**config.mk**
```make
export PLATFORM = sky130hd
export DESIGN_NAME = fifo_rd_packer_flat
export DESIGN_NICKNAME = d
export VERILOG_FILES = /design/src/rtl/fifo_rd_packer_if.sv /design/src/rtl/fifo_rd_packer.sv /design/src/flat_wrapper.sv
export SDC_FILE = /design/constraint.sdc
export NUM_CORES = 1
export LEC_CHECK = 0
export CELL_PAD_IN_SITES_DETAIL_PLACEMENT = 1
export CELL_PAD_IN_SITES_GLOBAL_PLACEMENT = 2
export CORE_MARGIN = 2
export CORE_UTILIZATION = 31
export DETAILED_ROUTE_END_ITERATION = 6
export PLACE_DENSITY_LB_ADDON = 0.2
export REMOVE_ABC_BUFFERS = 1
export SETUP_SLACK_MARGIN = 0.05
export SLEW_MARGIN = 20
export SYNTH_ARGS = -nofsm -noshare
export SYNTH_HDL_FRONTEND = slang
export SYNTH_SLANG_ARGS = --single-unit
```
**constraint.sdc**
```tcl
create_clock -name rclk -period 2.3 [get_ports rclk]
set_input_delay 0.23 -clock rclk [delete_from_list [all_inputs] [get_ports rclk]]
set_output_delay 0.23 -clock rclk [all_outputs]
set_load 0.02 [all_outputs]
```
**src/rtl/fifo_rd_packer_if.sv**
```systemverilog
// Bundle between the FIFO read side, the packer and the downstream word sink.
// Signals: rempty/rdata/rinc (FIFO read port), flush, m_valid/m_ready/m_data/
// m_keep/m_last (packed word stream), word_cnt (accepted-word counter).
interface fifo_rd_packer_if #(
   parameter int DSIZE = 8,
   parameter int PACK  = 4
);
   logic                    rempty;
   logic [DSIZE-1:0]        rdata;
   logic                    rinc;
   logic                    flush;
   logic                    m_valid;
   logic                    m_ready;
   logic [DSIZE*PACK-1:0]   m_data;
   logic [PACK-1:0]         m_keep;
   logic                    m_last;
   logic [15:0]             word_cnt;

   // packer side
   modport master (
      input  rempty, rdata, flush, m_ready,
      output rinc, m_valid, m_data, m_keep, m_last, word_cnt
   );

   // environment side: FIFO, flush source and word sink
   modport slave (
      output rempty, rdata, flush, m_ready,
      input  rinc, m_valid, m_data, m_keep, m_last, word_cnt
   );
endinterface

```
**src/rtl/fifo_rd_packer.sv**
```systemverilog
// Purpose: pops DSIZE-bit lanes from a show-ahead FIFO and packs PACK of them
//          little-endian into one output word; flush emits a partial word.
// Latency: m_valid rises the cycle after the pop that fills the last lane.
// Backpressure: an occupied, stalled output register blocks only the pop that
//          would complete the next word; full throughput when m_ready stays 1.
// Ports: rclk, rrst (async active-high), bus = fifo_rd_packer_if.master.
module fifo_rd_packer #(
   parameter int DSIZE = 8,
   parameter int PACK  = 4
) (
   input logic                 rclk,
   input logic                 rrst,
   fifo_rd_packer_if.master    bus
);
   localparam int             IW       = $clog2(PACK);
   localparam logic [IW-1:0]  LAST_IDX = IW'(PACK - 1);

   // accumulator
   logic [DSIZE-1:0]        lane [PACK];
   logic [IW-1:0]           idx;
   logic                    pend;

   // output register
   logic                    out_valid;
   logic [DSIZE*PACK-1:0]   out_data;
   logic [PACK-1:0]         out_keep;
   logic                    out_last;
   logic [15:0]             cnt;

   logic                    out_free;
   logic                    xfer;
   logic                    pop;
   logic                    fill;
   logic                    emit_flush;
   logic                    flush_take;
   logic [DSIZE*PACK-1:0]   acc_word;
   logic [DSIZE*PACK-1:0]   full_word;
   logic [PACK-1:0]         flush_keep;

   assign out_free   = !out_valid || bus.m_ready;
   assign xfer       = out_valid && bus.m_ready;
   // only the pop that completes a word needs room in the output register
   assign pop        = !rrst && !bus.rempty && !pend &&
                       ((idx != LAST_IDX) || out_free);
   assign fill       = pop && (idx == LAST_IDX);
   assign emit_flush = pend && out_free;
   // A flush coinciding with the word-completing pop has nothing left to
   // emit: that pop already ships every lane.
   assign flush_take = bus.flush && !pend && ((idx != '0) || pop) && !fill;

   // Lanes at or above idx are always zero, so the accumulator image is
   // directly the zero-padded partial word.
   always_comb begin
      acc_word   = '0;
      flush_keep = '0;
      for (int i = 0; i < PACK; i++) begin
         acc_word[i*DSIZE +: DSIZE] = lane[i];
         flush_keep[i]              = (i < int'(idx));
      end
      full_word = acc_word;
      full_word[(PACK-1)*DSIZE +: DSIZE] = bus.rdata;
   end

   always_ff @(posedge rclk or posedge rrst) begin
      if (rrst) begin
         idx       <= '0;
         pend      <= 1'b0;
         out_valid <= 1'b0;
         out_data  <= '0;
         out_keep  <= '0;
         out_last  <= 1'b0;
         cnt       <= '0;
         for (int i = 0; i < PACK; i++) lane[i] <= '0;
      end else begin
         if (xfer) cnt <= cnt + 16'd1;

         // fill and emit_flush are exclusive: pops are held off while pending
         if (fill) begin
            out_valid <= 1'b1;
            out_data  <= full_word;
            out_keep  <= '1;
            out_last  <= 1'b0;
         end else if (emit_flush) begin
            out_valid <= 1'b1;
            out_data  <= acc_word;
            out_keep  <= flush_keep;
            out_last  <= 1'b1;
         end else if (xfer) begin
            out_valid <= 1'b0;
         end

         if (fill || emit_flush) begin
            idx <= '0;
            for (int i = 0; i < PACK; i++) lane[i] <= '0;
         end else if (pop) begin
            lane[idx] <= bus.rdata;
            idx       <= idx + IW'(1);
         end

         if (emit_flush)      pend <= 1'b0;
         else if (flush_take) pend <= 1'b1;
      end
   end

   assign bus.rinc     = pop;
   assign bus.m_valid  = out_valid;
   assign bus.m_data   = out_data;
   assign bus.m_keep   = out_keep;
   assign bus.m_last   = out_last;
   assign bus.word_cnt = cnt;
endmodule

```
**src/flat_wrapper.sv**
```systemverilog
// flat-port wrapper written by rule: the top's interface ports become plain ports
module fifo_rd_packer_flat 
#(
   parameter int DSIZE = 8,
   parameter int PACK  = 4
)
  (rclk, rrst, bus_rempty, bus_rdata, bus_flush, bus_m_ready, bus_rinc, bus_m_valid, bus_m_data, bus_m_keep, bus_m_last, bus_word_cnt);
  fifo_rd_packer_if #(.DSIZE(DSIZE), .PACK(PACK)) bus_i ();
  input logic rclk;
  input logic rrst;
  input wire logic [$bits(bus_i.rempty)-1:0] bus_rempty;
  input wire logic [$bits(bus_i.rdata)-1:0] bus_rdata;
  input wire logic [$bits(bus_i.flush)-1:0] bus_flush;
  input wire logic [$bits(bus_i.m_ready)-1:0] bus_m_ready;
  output wire logic [$bits(bus_i.rinc)-1:0] bus_rinc;
  output wire logic [$bits(bus_i.m_valid)-1:0] bus_m_valid;
  output wire logic [$bits(bus_i.m_data)-1:0] bus_m_data;
  output wire logic [$bits(bus_i.m_keep)-1:0] bus_m_keep;
  output wire logic [$bits(bus_i.m_last)-1:0] bus_m_last;
  output wire logic [$bits(bus_i.word_cnt)-1:0] bus_word_cnt;
  assign bus_i.rempty = bus_rempty;
  assign bus_i.rdata = bus_rdata;
  assign bus_i.flush = bus_flush;
  assign bus_i.m_ready = bus_m_ready;
  assign bus_rinc = bus_i.rinc;
  assign bus_m_valid = bus_i.m_valid;
  assign bus_m_data = bus_i.m_data;
  assign bus_m_keep = bus_i.m_keep;
  assign bus_m_last = bus_i.m_last;
  assign bus_word_cnt = bus_i.word_cnt;
  fifo_rd_packer #(.DSIZE(DSIZE), .PACK(PACK)) u_core (.rclk(rclk), .rrst(rrst), .bus(bus_i));
endmodule
```
# Yosys cells after proc, flatten, opt, wreduce, memory -nomap -nowiden
# Index checks and enable logic that the tools add are counted.
[word_totals]
regBits = 89
latch_bits = 0
ramBits = 0
mem_bits_ro = 0
input_bits = 13
out_inout_bits = 55
memories = 0
[classes]
addsub = 2
mul = 0
div = 0
order_cmp = 5
eq_ne = 2
shifts = 0
n_mux = 18
bitwise_logic = 1
n_reduce_logical = 24
[op_table]
columns = ["operator", "n"]
rows = [
  ["two-way mux 32 bit", 4],
  ["bitwise mux 32 bit", 1],
  ["adder 16 x 1 -> 16 bit, second input constant", 1],
  ["demux 8 bit (select 2 bit)", 1],
  ["logical AND 1 bit", 10],
  ["two-way mux 4 bit", 2],
  ["two-way mux 8 bit", 1],
  ["nonzero test 2 bit", 4],
  ["two-way mux 1 bit", 7],
  ["zero test 1 bit", 5],
  ["logical OR 1 bit", 4],
  ["less-than comparator 1 x 2 -> 1 bit, first input constant", 2],
  ["two-way mux 2 bit", 2],
  ["greater-or-equal comparator 3 bit, second input constant", 1],
  ["less-than comparator 3 x 1 -> 1 bit, second input constant", 1],
  ["NOT 2 -> 3 bit", 1],
  ["nonzero test 3 bit", 1],
  ["adder 2 x 1 -> 2 bit, second input constant", 1],
  ["equality test 2 bit, second input constant", 1],
  ["less-than comparator 2 bit, first input constant", 1],
  ["!= test 2 bit, second input constant", 1],
]

# Logic depth before layout (Yosys ltp)
# Gate-level depths: netlist of run 1.
[depth]
ltp_word = 9
ltp_mapped = 6

# Least setup slack after synthesis of run 1
# No wires, ideal clock.
[synth_timing]
path_type = "register to register"
from = "reg u_core.cnt[3] (netlist: u_core.bus.word_cnt[3])"
to = "reg u_core.cnt[15] (netlist: u_core.bus.word_cnt[15])"
setup_ns = 0.129
arrival_ns = 1.616
required_ns = 2.171
slack_ns = 0.555
stages_incl_launch_ff = 5
n_path_buf = 0
period_less_slack_ns = 1.745
path_cell_list = "dfrtp_1 > and4_1 > nand4_4 > or4_4 > xnor2_2"
[synth_between]
elab_chain_len = 1
[synth_rtl]
columns = ["item", "line", "text"]
rows = [
  ["start: declaration", "fifo_rd_packer.sv:28", "logic [15:0] cnt;"],
  ["start signal: assignment", "fifo_rd_packer.sv:75", "if (xfer) cnt <= cnt + 16'd1;"],
  ["adder 16 x 1 -> 16 bit", "fifo_rd_packer.sv:75", ""],
]
# No other way between the ends.
# A chain may end at the register's enable or synchronous reset.

# Worst setup path in the final report of run 1
[layout_timing]
from = "reg u_core.idx[1]"
to = "out bus_rinc"
[layout_between]
elab_chain_len = 3
[layout_rtl]
columns = ["item", "line", "text"]
rows = [
  ["start: declaration", "fifo_rd_packer.sv:20", "logic [IW-1:0] idx;"],
  ["start signal: assignment", "fifo_rd_packer.sv:97", "idx <= idx + IW'(1);"],
  ["!= test 2 bit", "fifo_rd_packer.sv:44", "((idx != LAST_IDX) || out_free);"],
  ["logical OR 1 bit", "fifo_rd_packer.sv:44", ""],
  ["logical AND 1 bit", "fifo_rd_packer.sv:43", "assign pop = !rrst && !bus.rempty && !pend &&"],
  ["end: declaration", "flat_wrapper.sv:15", "output wire logic [$bits(bus_i.rinc)-1:0] bus_rinc;"],
]
# No other way between the ends.

==> results of run 1 <==
[worst max-delay path, delay by kind of cell, from the launching register on]
kind	cells	cell delay (ns)
adder cells (fa/ha/maj)	1	0.25
AND/OR/NAND/NOR	2	0.23
buffers and inverters	2	0.67
flip-flops	1	0.43
[worst paths after layout]
kind / start / end / slack [ns] / cells after the start
max in group asynchronous: rrst / u_core.idx[1] / 1.46 / 3
setup / recovery: u_core.idx[1] / bus_rinc / 0.16 / 5
hold reg to reg: u_core.acc_word[27] / u_core.bus.m_data[27] / 0.48 / 2
setup reg to reg: u_core.idx[1] / u_core.bus.m_data[25] / 0.40 / 7
hold / removal: rrst / u_core.bus.m_data[23] / 0.25 / 2
min in group rclk: u_core.acc_word[27] / u_core.bus.m_data[27] / 0.48 / 2
[cells by family (layout without fill, tap and decap cells)]
group	after synthesis	after routing	synth area share [%]
flops	89	89	61.4
compound gates	16	16	3.59
fa+ha+maj	6	6	2.07
simple gates	80	80	11.7
mux	50	50	14.7
xor+xnor	16	16	4.07
buf+inv	22	105	2.45
[state kept, by name, summed over array words and instances (netlist names)]
| signal | flops |
|---|---|
| u_core.bus.m_data | 32 |
| u_core.pend | 1 |
| u_core.idx | 2 |
| u_core.bus.word_cnt | 16 |
| u_core.acc_word | 32 |
| u_core.bus.m_valid | 1 |
| u_core.bus.m_last | 1 |
| u_core.bus.m_keep | 4 |
[cells in the final DEF, fill, tap and decap left out, types with 2 or more instances in the layout]
cell and n:
ha_1 6, o21ai_0 3, nand3_1 8, nor2b_1 2
dfrtp_1 89, a21oi_1 2, a222oi_1 8, nand4_1 3
xnor2_1 11, mux2i_1 24, mux2_2 26, buf_4 9
clkdlybuf4s50_1 67, clkinv_2 2, nand2_1 11, xor2_1 4
and2_1 9, inv_1 13, nor2_1 33, nand3_2 3
buf_12 2, nand2b_1 2, clkbuf_16 9
[report_power, final]
| part | switching [mW] | total, mW | leakage [nW] | internal (mW) |
|---|---|---|---|---|
| Clock | 0.559 | 1.41 | 0.140 | 0.852 |
| Sequential | 0.307 | 2.27 | 1.20 | 1.96 |
| Combinational | 0.998 | 1.91 | 1.11 | 0.910 |
[final cells by class]
| type | count | area share [%] |
|---|---|---|
| Clock buffer | 10 | 4.94 |
| Clock inverter | 3 | 0.904 |
| Inverter | 14 | 1.11 |
| Multi-Input combinational cell | 168 | 27.3 |
| Sequential cell | 89 | 46.0 |
| Tap cell | 143 | 3.70 |
| Timing Repair Buffer | 78 | 16.1 |
[synthesized netlist by cell type, types with 2 or more instances]
cell,number,area share (%)
buf_2,5,0.69
a21oi_1,2,0.28
xnor2_1,11,2.7
nand3_2,3,0.83
and2_1,9,1.6
xor2_1,4,0.97
nand2b_1,2,0.34
nand3_1,8,1.1
nand2_1,11,1.1
dfrtp_1,89,61
nor2b_1,2,0.34
mux2i_1,24,6.6
mux2_2,26,8.1
inv_1,14,1.4
clkbuf_1,3,0.31
ha_1,6,2.1
nor2_1,34,3.5
nand4_1,3,0.52
a222oi_1,8,2.2
o21ai_0,3,0.41
[per-stage QoR]
stage | area, um^2 | setup WS, ns
6_report | 4840 | 0.155
5_1_grt | 4840 | 0.0636
4_1_cts | 4840 | 0.131
3_5_place_dp | 4560 | 0.296
3_3_place_gp | 4560 | 0.323
2_1_floorplan | 3590 | -0.237
[per-layer routing]
metal  GRT usage (%)  part of all wire, %  up-vias
met5               0                    0        -
met4            5.37                 0.96        0
met3            3.51                  3.4        6
met2            23.1                   50       50
met1            18.3                   46     1230
li1                -                    -     1118
==> reports/metrics.yaml, run 1 <==
insertion_delay_ns: 0.33
synth_ff_type: "dfrtp_1"
worstSetupPathType: "register to output port"
cp_data_required_time_ns: 2.07
cts_resized: 0
num_rows: 39
postRouteWirelength_mm: 8.33
num_vias: 2404
die_area_mm2: 0.0126
slew_headroom_pct: 65.3
ant_nets: 0
avgSynthCellArea_um2: 13.0
antenna_found_initial: 0
synth_area_mm2: 0.00363
via_per_inst: 4.76
period_share_pct: 93.3
cts_buffers: 9
die_h_um: 112
drt-pass1-iter-count: 5
cts_setup_buffers: 0
max_cap_violations: 0
grt_pass1_wl_mm: 13.8
fin_total_pwr_mw: 5.59
yosys_warnings: 0
max_freq_mhz: 466
synth_edf_count: 0
die_w_um: 112
multi_input_area_mm2: 0.00132
drive_above_1_share_pct: 17.1
clock_path_buffers: 2
crit_arrival_ns: 1.91
num_antenna_cells: 0
cp-end-kind: "output port"
syn_to_final_growth_pct: 33.5
synthArstFlopShare_pct: 100
hold_ws_ns: 0.251
setup_viol: 0
fin_nets: 379
cts_sinks: 89
synth-seq-area-share_pct: 61.4
pin_count: 68
finalSetupTns_ns: 0
report.final.slew_viol_count: 0
htreeDepth: 3
grt.total_usage_pct: 14.1
path_max_fanout: 5
cts_tree: "done"
ys_seq_elements: 89
leakagePower_nw: 2.46
start_util_pct: 31.8
portBuffers: 67
max_stage_delay_ns: 0.60
crit_chain: "ha_1 -> nand3b_1 -> nand2_1 -> inv_1 -> clkdlybuf4s50_1"
clk_pin_slew_ns: 0.06
placed_cells: 492
status: "finished, final reports clean"
ff_latch_area_mm2: 0.00223
coreArea_mm2: 0.0114
grt_max_degree: 45
hold_path_class: "primary input to async pin"
hold_viol_final: 0
overflow: 0
place_congestion: 0.733
grt_pass1_vias: 2648
rsz0062_at_grt: "false"
drt-initial-drc-count: 90
final_util_pct: 42.4
power_density_mw_per_mm2: 1150
finalNonFillerCells: 505
ctsHoldBuffers: 0
ys_types: 32
crit_path_top_delay_cell: "clkdlybuf4s50_1"
peakVddDrop_v: 0.000423
fill_cells: 1249
tightest_slew_ns: 0.521
post_drt_wl_per_cell_um: 16.5
final.setup_skew_ns: 0.00459
min_period_ns: 2.14
cts-root-buf: "clkbuf_16"
syn-instance-count: 279
cp-start-kind: "register"
dp_hpwl_mm: 5.60
drc: 0
Power figures use the tool's default switching activity.
==> run 2, diff against run 1 <==
--- a/config.mk
+++ b/config.mk
@@ -5,6 +5,7 @@
 export SDC_FILE = /design/constraint.sdc
 export NUM_CORES = 1
 export LEC_CHECK = 0
+export CAP_MARGIN = 20
 export CELL_PAD_IN_SITES_DETAIL_PLACEMENT = 1
 export CELL_PAD_IN_SITES_GLOBAL_PLACEMENT = 2
 export CORE_MARGIN = 2
==> results of run 2 <==
Same layout as run 1: the final DEF is identical, and so are final timing and power.
==> run 3, diff against run 2 <==
--- a/config.mk
+++ b/config.mk
@@ -10,7 +10,9 @@
 export CELL_PAD_IN_SITES_GLOBAL_PLACEMENT = 2
 export CORE_MARGIN = 2
 export CORE_UTILIZATION = 31
+export CTS_CLUSTER_DIAMETER = 40
 export DETAILED_ROUTE_END_ITERATION = 6
+export HOLD_SLACK_MARGIN = 0.1
 export PLACE_DENSITY_LB_ADDON = 0.2
 export REMOVE_ABC_BUFFERS = 1
 export SETUP_SLACK_MARGIN = 0.05
==> results of run 3 <==
Same layout as run 1: the final DEF is identical, and so are final timing and power.
